<file path="config.mk">
export PLATFORM = sky130hd
export DESIGN_NAME = fp_compare_pipe
export DESIGN_NICKNAME = d
export VERILOG_FILES = /design/src/rtl/fp_compare_pipe.sv
export SDC_FILE = /design/constraint.sdc
export NUM_CORES = 1
export LEC_CHECK = 0
export ABC_AREA = 1
export CORE_UTILIZATION = 51
export DETAILED_ROUTE_END_ITERATION = 7
export HOLD_SLACK_MARGIN = 0.06
export MAX_ROUTING_LAYER = met4
export PLACE_DENSITY = 0.78
export SETUP_SLACK_MARGIN = 0.02
export SYNTH_ARGS = -nofsm -noshare
export SYNTH_HDL_FRONTEND = slang
export SYNTH_SLANG_ARGS = --single-unit
</file>
<file path="constraint.sdc">
create_clock -name clk -period 2.34 [get_ports clk]
set_clock_uncertainty 0.1 [all_clocks]
set_input_delay 0.468 -clock clk [delete_from_list [all_inputs] [get_ports clk]]
set_output_delay 0.468 -clock clk [all_outputs]
set_load 0.02 [all_outputs]
</file>
<file path="src/rtl/fp_compare_pipe.sv">
// Two-stage, multi-lane comparator for FloPoCo-encoded floats {exc,sign,exp,frac}.
// S1 holds the per-lane ordering (gt/eq, NaN), S2 holds the op-decoded flag/res/unordered.
module fp_compare_pipe #(
    parameter int WE    = 5,
    parameter int WF    = 7,
    parameter int LANES = 1
) (
    input  logic                           clk,
    input  logic                           rst,
    input  logic                           in_valid,
    output logic                           in_ready,
    input  logic [2:0]                     op,
    input  logic [LANES*(WE+WF+3)-1:0]     inA,
    input  logic [LANES*(WE+WF+3)-1:0]     inB,
    output logic                           out_valid,
    input  logic                           out_ready,
    output logic [LANES-1:0]               flag,
    output logic [LANES*(WE+WF+3)-1:0]     res,
    output logic [LANES-1:0]               unordered
);

    localparam int W  = WE + WF + 3;
    localparam int KW = WE + WF + 2;

    localparam logic [2:0] OP_LT  = 3'b000;
    localparam logic [2:0] OP_LE  = 3'b001;
    localparam logic [2:0] OP_GT  = 3'b011;
    localparam logic [2:0] OP_GE  = 3'b100;
    localparam logic [2:0] OP_MIN = 3'b101;
    localparam logic [2:0] OP_MAX = 3'b110;

    // Zero of either sign maps to key 0 so +0 and -0 land on the same point.
    function automatic logic [KW-1:0] order_key(input logic [W-1:0] x);
        if (x[W-1:W-2] == 2'b00) begin
            return '0;
        end
        return {x[W-1:W-2], x[W-4:0]};
    endfunction

    function automatic logic [1:0] cmp_gt_eq(input logic [W-1:0] a, input logic [W-1:0] b);
        logic [KW-1:0] ka;
        logic [KW-1:0] kb;
        logic          neg_a;
        logic          neg_b;
        logic          gt;
        logic          eq;
        ka    = order_key(a);
        kb    = order_key(b);
        neg_a = a[W-3] && (ka != '0);
        neg_b = b[W-3] && (kb != '0);
        eq    = (neg_a == neg_b) && (ka == kb);
        if (neg_a != neg_b) begin
            gt = neg_b;
        end else if (neg_a) begin
            gt = ka < kb;
        end else begin
            gt = ka > kb;
        end
        return {gt, eq};
    endfunction

    logic                 en;

    logic                 s1_valid_q, s1_valid_d;
    logic [2:0]           s1_op_q, s1_op_d;
    logic [LANES*W-1:0]   s1_a_q, s1_a_d;
    logic [LANES*W-1:0]   s1_b_q, s1_b_d;
    logic [LANES-1:0]     s1_nan_a_q, s1_nan_a_d;
    logic [LANES-1:0]     s1_nan_b_q, s1_nan_b_d;
    logic [LANES-1:0]     s1_gt_q, s1_gt_d;
    logic [LANES-1:0]     s1_eq_q, s1_eq_d;

    logic                 out_valid_q, out_valid_d;
    logic [LANES-1:0]     flag_q, flag_d;
    logic [LANES*W-1:0]   res_q, res_d;
    logic [LANES-1:0]     unord_q, unord_d;

    logic [LANES-1:0]     flag_c;
    logic [LANES*W-1:0]   res_c;
    logic [LANES-1:0]     unord_c;

    assign en       = !out_valid_q || out_ready;
    assign in_ready = en;

    always_comb begin
        s1_valid_d = s1_valid_q;
        s1_op_d    = s1_op_q;
        s1_a_d     = s1_a_q;
        s1_b_d     = s1_b_q;
        s1_nan_a_d = s1_nan_a_q;
        s1_nan_b_d = s1_nan_b_q;
        s1_gt_d    = s1_gt_q;
        s1_eq_d    = s1_eq_q;
        if (en) begin
            s1_valid_d = in_valid;
            s1_op_d    = op;
            s1_a_d     = inA;
            s1_b_d     = inB;
            for (int i = 0; i < LANES; i++) begin
                s1_nan_a_d[i] = (inA[i*W+W-1 -: 2] == 2'b11);
                s1_nan_b_d[i] = (inB[i*W+W-1 -: 2] == 2'b11);
                {s1_gt_d[i], s1_eq_d[i]} = cmp_gt_eq(inA[i*W +: W], inB[i*W +: W]);
            end
        end
    end

    // MIN/MAX prefer the non-NaN operand and keep A on ties or when both are NaN.
    always_comb begin
        flag_c  = '0;
        res_c   = s1_a_q;
        unord_c = s1_nan_a_q | s1_nan_b_q;
        for (int i = 0; i < LANES; i++) begin
            case (s1_op_q)
                OP_LT:   flag_c[i] = !unord_c[i] && !s1_gt_q[i] && !s1_eq_q[i];
                OP_LE:   flag_c[i] = !unord_c[i] && !s1_gt_q[i];
                OP_GT:   flag_c[i] = !unord_c[i] && s1_gt_q[i];
                OP_GE:   flag_c[i] = !unord_c[i] && (s1_gt_q[i] || s1_eq_q[i]);
                OP_MIN:  flag_c[i] = s1_nan_a_q[i] ? !s1_nan_b_q[i]
                                                   : (!s1_nan_b_q[i] && s1_gt_q[i]);
                OP_MAX:  flag_c[i] = s1_nan_a_q[i] ? !s1_nan_b_q[i]
                                                   : (!s1_nan_b_q[i] && !s1_gt_q[i] && !s1_eq_q[i]);
                default: flag_c[i] = !unord_c[i] && s1_eq_q[i];
            endcase
            if ((s1_op_q == OP_MIN || s1_op_q == OP_MAX) && flag_c[i]) begin
                res_c[i*W +: W] = s1_b_q[i*W +: W];
            end
        end
    end

    always_comb begin
        out_valid_d = out_valid_q;
        flag_d      = flag_q;
        res_d       = res_q;
        unord_d     = unord_q;
        if (en) begin
            out_valid_d = s1_valid_q;
            flag_d      = flag_c;
            res_d       = res_c;
            unord_d     = unord_c;
        end
    end

    always_ff @(posedge clk) begin
        if (rst) begin
            s1_valid_q  <= 1'b0;
            s1_op_q     <= '0;
            s1_a_q      <= '0;
            s1_b_q      <= '0;
            s1_nan_a_q  <= '0;
            s1_nan_b_q  <= '0;
            s1_gt_q     <= '0;
            s1_eq_q     <= '0;
            out_valid_q <= 1'b0;
            flag_q      <= '0;
            res_q       <= '0;
            unord_q     <= '0;
        end else begin
            s1_valid_q  <= s1_valid_d;
            s1_op_q     <= s1_op_d;
            s1_a_q      <= s1_a_d;
            s1_b_q      <= s1_b_d;
            s1_nan_a_q  <= s1_nan_a_d;
            s1_nan_b_q  <= s1_nan_b_d;
            s1_gt_q     <= s1_gt_d;
            s1_eq_q     <= s1_eq_d;
            out_valid_q <= out_valid_d;
            flag_q      <= flag_d;
            res_q       <= res_d;
            unord_q     <= unord_d;
        end
    end

    assign out_valid = out_valid_q;
    assign flag      = flag_q;
    assign res       = res_q;
    assign unordered = unord_q;

endmodule

</file>
# After elaboration in Yosys (flattened, before gate mapping)
# Index checks and enable logic that the tools add are counted.
[classes]
n_addsub = 0
multipliers = 0
n_div = 0
n_lt_le_gt_ge = 2
eq_ne = 10
n_shift = 0
n_mux = 16
bitwise_logic = 1
reduce_logical = 25
[op_table]
columns = ["operator", "n"]
rows = [
  ["$mux 14", 6],
  ["$reduce_bool 14->1", 2],
  ["$mux 15", 1],
  ["$eq 14x14->1", 1],
  ["$gt 14x14->1", 1],
  ["$lt 14x14->1", 1],
  ["$logic_and 1x1->1", 12],
  ["$eq 3x3->1 const B", 3],
  ["$mux 1", 8],
  ["$pmux 1 s6", 1],
  ["$logic_not 1->1", 5],
  ["$eq 2x2->1 const B", 2],
  ["$logic_not 2->1", 2],
  ["$eq 3x1->1 const B", 1],
  ["$eq 3x2->1 const B", 1],
  ["$logic_not 3->1", 1],
  ["$logic_or 1x1->1", 3],
  ["$eq 1x1->1", 1],
  ["$ne 1x1->1", 1],
  ["$or 1x1->1", 1],
]
[totals]
reg_bits = 56
latch_bits = 0
ram_bits = 0
rom_bits = 0
wordCells = 66
n_memories = 0

# Longest topological paths before layout
[depth]
depth_word = 9
depth_mapped = 15

# Worst setup path before layout
# OpenSTA, ideal clock, no wires.
[synth_path]
kind = "input -> register"
startpoint = "in inA[14]"
endpoint = "reg s1_eq_q"
setup_ps = 72
arrival_ps = 1925
required_time_ps = 2168
path_slack_ps = 243
path_stages = 12
n_path_buf = 1
path_cell_list = "nor2_1 -> clkbuf_1 -> nor2_1 -> ha_1 -> nand2_1 -> nor2_1 -> inv_1 -> nor2_1 -> nand4_1 -> a21oi_1 -> o21ai_1 -> a21oi_1"
[synth_via]
elab_chain_len = 9
elab_cells_between_ends = 10
cone_classes = "2 x eq/ne; 4 x mux; 4 x reduce/logical"
[synth_lines]
columns = ["element", "line", "rtl"]
rows = [
  ["start: declaration", "13", "input logic [LANES*(WE+WF+3)-1:0] inA,"],
  ["$logic_not 2->1", "34", "if (x[W-1:W-2] == 2'b00) begin"],
  ["$mux 1", "34", ""],
  ["$mux 1", "94", "if (en) begin"],
  ["$mux 14 (*)", "37", "return {x[W-1:W-2], x[W-4:0]};"],
  ["$mux 14 (*)", "94", ""],
  ["$reduce_bool 14->1", "49", "neg_a = a[W-3] && (ka != '0);"],
  ["$logic_and 1x1->1", "49", ""],
  ["$eq 1x1->1", "51", "eq = (neg_a == neg_b) && (ka == kb);"],
  ["$logic_and 1x1->1 (*)", "51", ""],
  ["end signal: assignment", "165", "s1_eq_q <= s1_eq_d;"],
  ["end: declaration", "71", "logic [LANES-1:0] s1_eq_q, s1_eq_d;"],
]
# Mark *: on every way between the ends. The rest lies on a longest branch, timed or not. The select of a mux whose other input is x is not followed.
# A chain may end at the register's enable or synchronous reset.

# Worst setup path in the final report
[layout_path]
startpoint = "in out_ready"
endpoint = "out in_ready"
[layout_via]
elab_chain_len = 1
[layout_lines]
columns = ["element", "line", "rtl"]
rows = [
  ["start: declaration", "16", "input logic out_ready,"],
  ["$logic_or 1x1->1", "82", "assign en = !out_valid_q || out_ready;"],
  ["end: declaration", "11", "output logic in_ready,"],
]
# No other way between the ends.

==> impl_metrics.toml <==
[timing]
setup_violations = 0
finalMaxSlewViolations = 0
hold_viol_final = 0
setup_ws_ps = 149
setup_tns_ps = 0
fmax_mhz = 456
worst_slew_pin_slew_ps = 628
fin_crit_ps = 2190
relSlewSlack_pct = 58.1
timing.final.crit_share_pct = 93.6
rsz0062_at_grt = "no"

[synthesis]
synth_common_cells = "60 x nand2_1, 56 x dfxtp_1, 46 x inv_1"
async_reset_ff_share_pct = 0
synth_area_um2 = 2750
yosysMostFrequentCell = "nand2_1"
ys_types = 22
synth_edf_count = 0
netlist.area_leader.share_pct = 40.7
ys_ff_latch = 56
synth_area_leaders = "dfxtp_1 41%, nand2_1 8.2%, o21ai_0 7.6%"
ys_seq_area_share_pct = 40.7
yosysTopAreaCell = "dfxtp_1"
synth_fp_nets = 440
syn_inst = 389
ys_warn_count = 0
synth.avg_cell_area_um2 = 7.08
synthFlopType = "dfxtp_1"

[place]
io_buffers = 55
gp_congestion = 0.921
dpl_worst_slack_ps = -326
hpwl_mm = 4.28
place_inst = 507
placed_cell_area_um2 = 3410

[detailed_routing]
wl_per_cell_um = 11.8
wirelength_mm = 6.09
drtAntennaViolNets = 0
drc = 0
viasPerCell = 5.14
first_pass_iters = 5
drt_iter0_markers = 148
via_count = 2646

[finish]
fin_area_um2 = 3520
seq_area_um2 = 1120
syn_to_final_growth_pct = 27.9
final_nets = 495
layout.cells.non_filler = 515
multiInputGateArea_um2 = 1340
drive_above_1_share_pct = 9.44
nFillCells = 464
antenna_cells = 0

[cts]
clk-insertion-delay-late_ps = 300
cts_max_path_buffers = 2
path_clk_slew_ps = 90
htreeDepth = 2
cts.sinks = 56
cts_inserted_buffers = 5
post_cts_buffers = 0
cts_tree = "done"
postCtsHoldBufs = 0
cts_root_buf = "clkbuf_8"

[worst_setup_path]
crit_arrival_ps = 1620
critPathRequiredTime_ps = 1770
crit_type = "input pin to output pin"
path_max_fanout = 2
start_kind = "input pin"
crit_path_end_kind = "output pin"

[die]
die_w_um = 75.5
ios = 56
core_area_um2 = 5140
dieHeight_um = 75.5
start_util_pct = 53.6
row_count = 26
fp.dieArea_um2 = 5700

[power_and_ir_drop]
total_power_mw = 2.02
power_leakage_nw = 1.72
ir_worst_vdd_mv = 0.345
p_per_area_nw_per_um2 = 574

[grt]
met2_usage_pct = 40.5
grt_antenna_before_repair = 0
grt_usage_pct = 23.6
met3_usage_pct = 4.50
grt_pass1_wl_mm = 10.1
grt_max_degree = 71
grt_pass1_vias = 2462
grt_busiest_layer = "met2"
use_met1_pct = 28.1
gr-total-overflow = 0

[job]
max_cap_violations = 0

[outcome]
outcome = "finished, final reports clean"

[hold_path]
hp-class = "register to register"
[critical path, stage by stage]
cell and delay, ps:
clkdlybuf4s50_1 470, nor2_2 50, inv_2 40, clkdlybuf4s50_1 580
[repair_timing]
item | CTS | global route
gates resized for setup | 2 | 8
endpoints found under the setup margin | 2 | 2
pin swaps | 0 | 1
[per-layer routing]
layer  vias up  wire length [um]  part of all wire [%]
met5         -                 0                     0
met4         0                71                   1.2
li1       1379                 -                     -
met2        65              2880                    47
met1      1194              2870                    47
met3         8               271                   4.5
[stage by stage]
step	util [%]	hold slack, ps
floorplan	-	330
global placement	66.3	337
detailed placement	66.3	343
CTS	68.1	356
global route	68.5	372
finish	68.5	357
[power by group]
group,switching [mW],leakage [nW],internal (mW)
Combinational,0.225,1.21,0.202
Sequential,0.0371,0.465,1.02
Clock,0.292,0.0455,0.242
[kinds of logic (layout without fill, tap and decap cells)]
logic type	Yosys count	after routing	synth area share, %
simple gates	137	137	21.0
compound gates	104	104	20.8
buf+inv	78	134	11.2
flops	56	56	40.7
fa+ha+maj	14	14	6.36
[registers in the layout (all words and copies together), names as in the netlist]
name / count
flag: 1
s1_gt_q: 1
s1_eq_q: 1
s1_nan_b_q: 1
s1_valid_q: 1
s1_b_q: 15
res: 15
s1_a_q: 15
unordered: 1
s1_op_q: 3
out_valid: 1
s1_nan_a_q: 1
[final timing paths]
path,from,to,slack [ps],cells past startpoint
worst max-delay path,out_ready,in_ready,150,4
worst min-delay path,s1_b_q[1]$_SDFFE_PP0P_,s1_b_q[1]$_SDFFE_PP0P_,360,2
worst max register to register,s1_op_q[1]$_SDFFE_PP0P_,res[7]$_SDFFE_PP0P_,650,9
worst min register to register,s1_b_q[1]$_SDFFE_PP0P_,s1_b_q[1]$_SDFFE_PP0P_,360,2
[layout by cell type, fill, tap and decap left out]
| cell type | Yosys | final |
|---|---|---|
| nor2_4 | 0 | 1 |
| dfxtp_1 | 56 | 56 |
| a211oi_1 | 1 | 1 |
| o21bai_1 | 6 | 6 |
| o21ai_0 | 42 | 42 |
| clkdlybuf4s50_1 | 0 | 51 |
| nand4_1 | 3 | 3 |
| buf_4 | 0 | 14 |
| o21ai_1 | 8 | 8 |
| a21oi_1 | 35 | 34 |
| o21ai_2 | 2 | 2 |
| inv_1 | 46 | 45 |
| nor2_1 | 43 | 39 |
| clkbuf_8 | 0 | 6 |
| nand2_1 | 60 | 60 |
| nand3_1 | 26 | 26 |
| nor3_2 | 1 | 1 |
| nand2_4 | 2 | 2 |
| o2111ai_1 | 1 | 1 |
| clkbuf_1 | 18 | 2 |
| o211ai_1 | 9 | 9 |
| nor3_1 | 2 | 2 |
| a21oi_2 | 0 | 1 |
| inv_2 | 11 | 12 |
| nor2_2 | 0 | 3 |
| ha_1 | 14 | 14 |
| dlymetal6s2s_1 | 0 | 4 |
[layout make-up]
type                            count  share of cell area (%)
Multi-Input combinational cell    255                    38.2
Sequential cell                    56                    31.8
Timing Repair Buffer               69                    18.9
Inverter                           57                    6.07
Clock buffer                        8                    2.56
Tap cell                           70                    2.49
(Power assumes the default switching activity.)
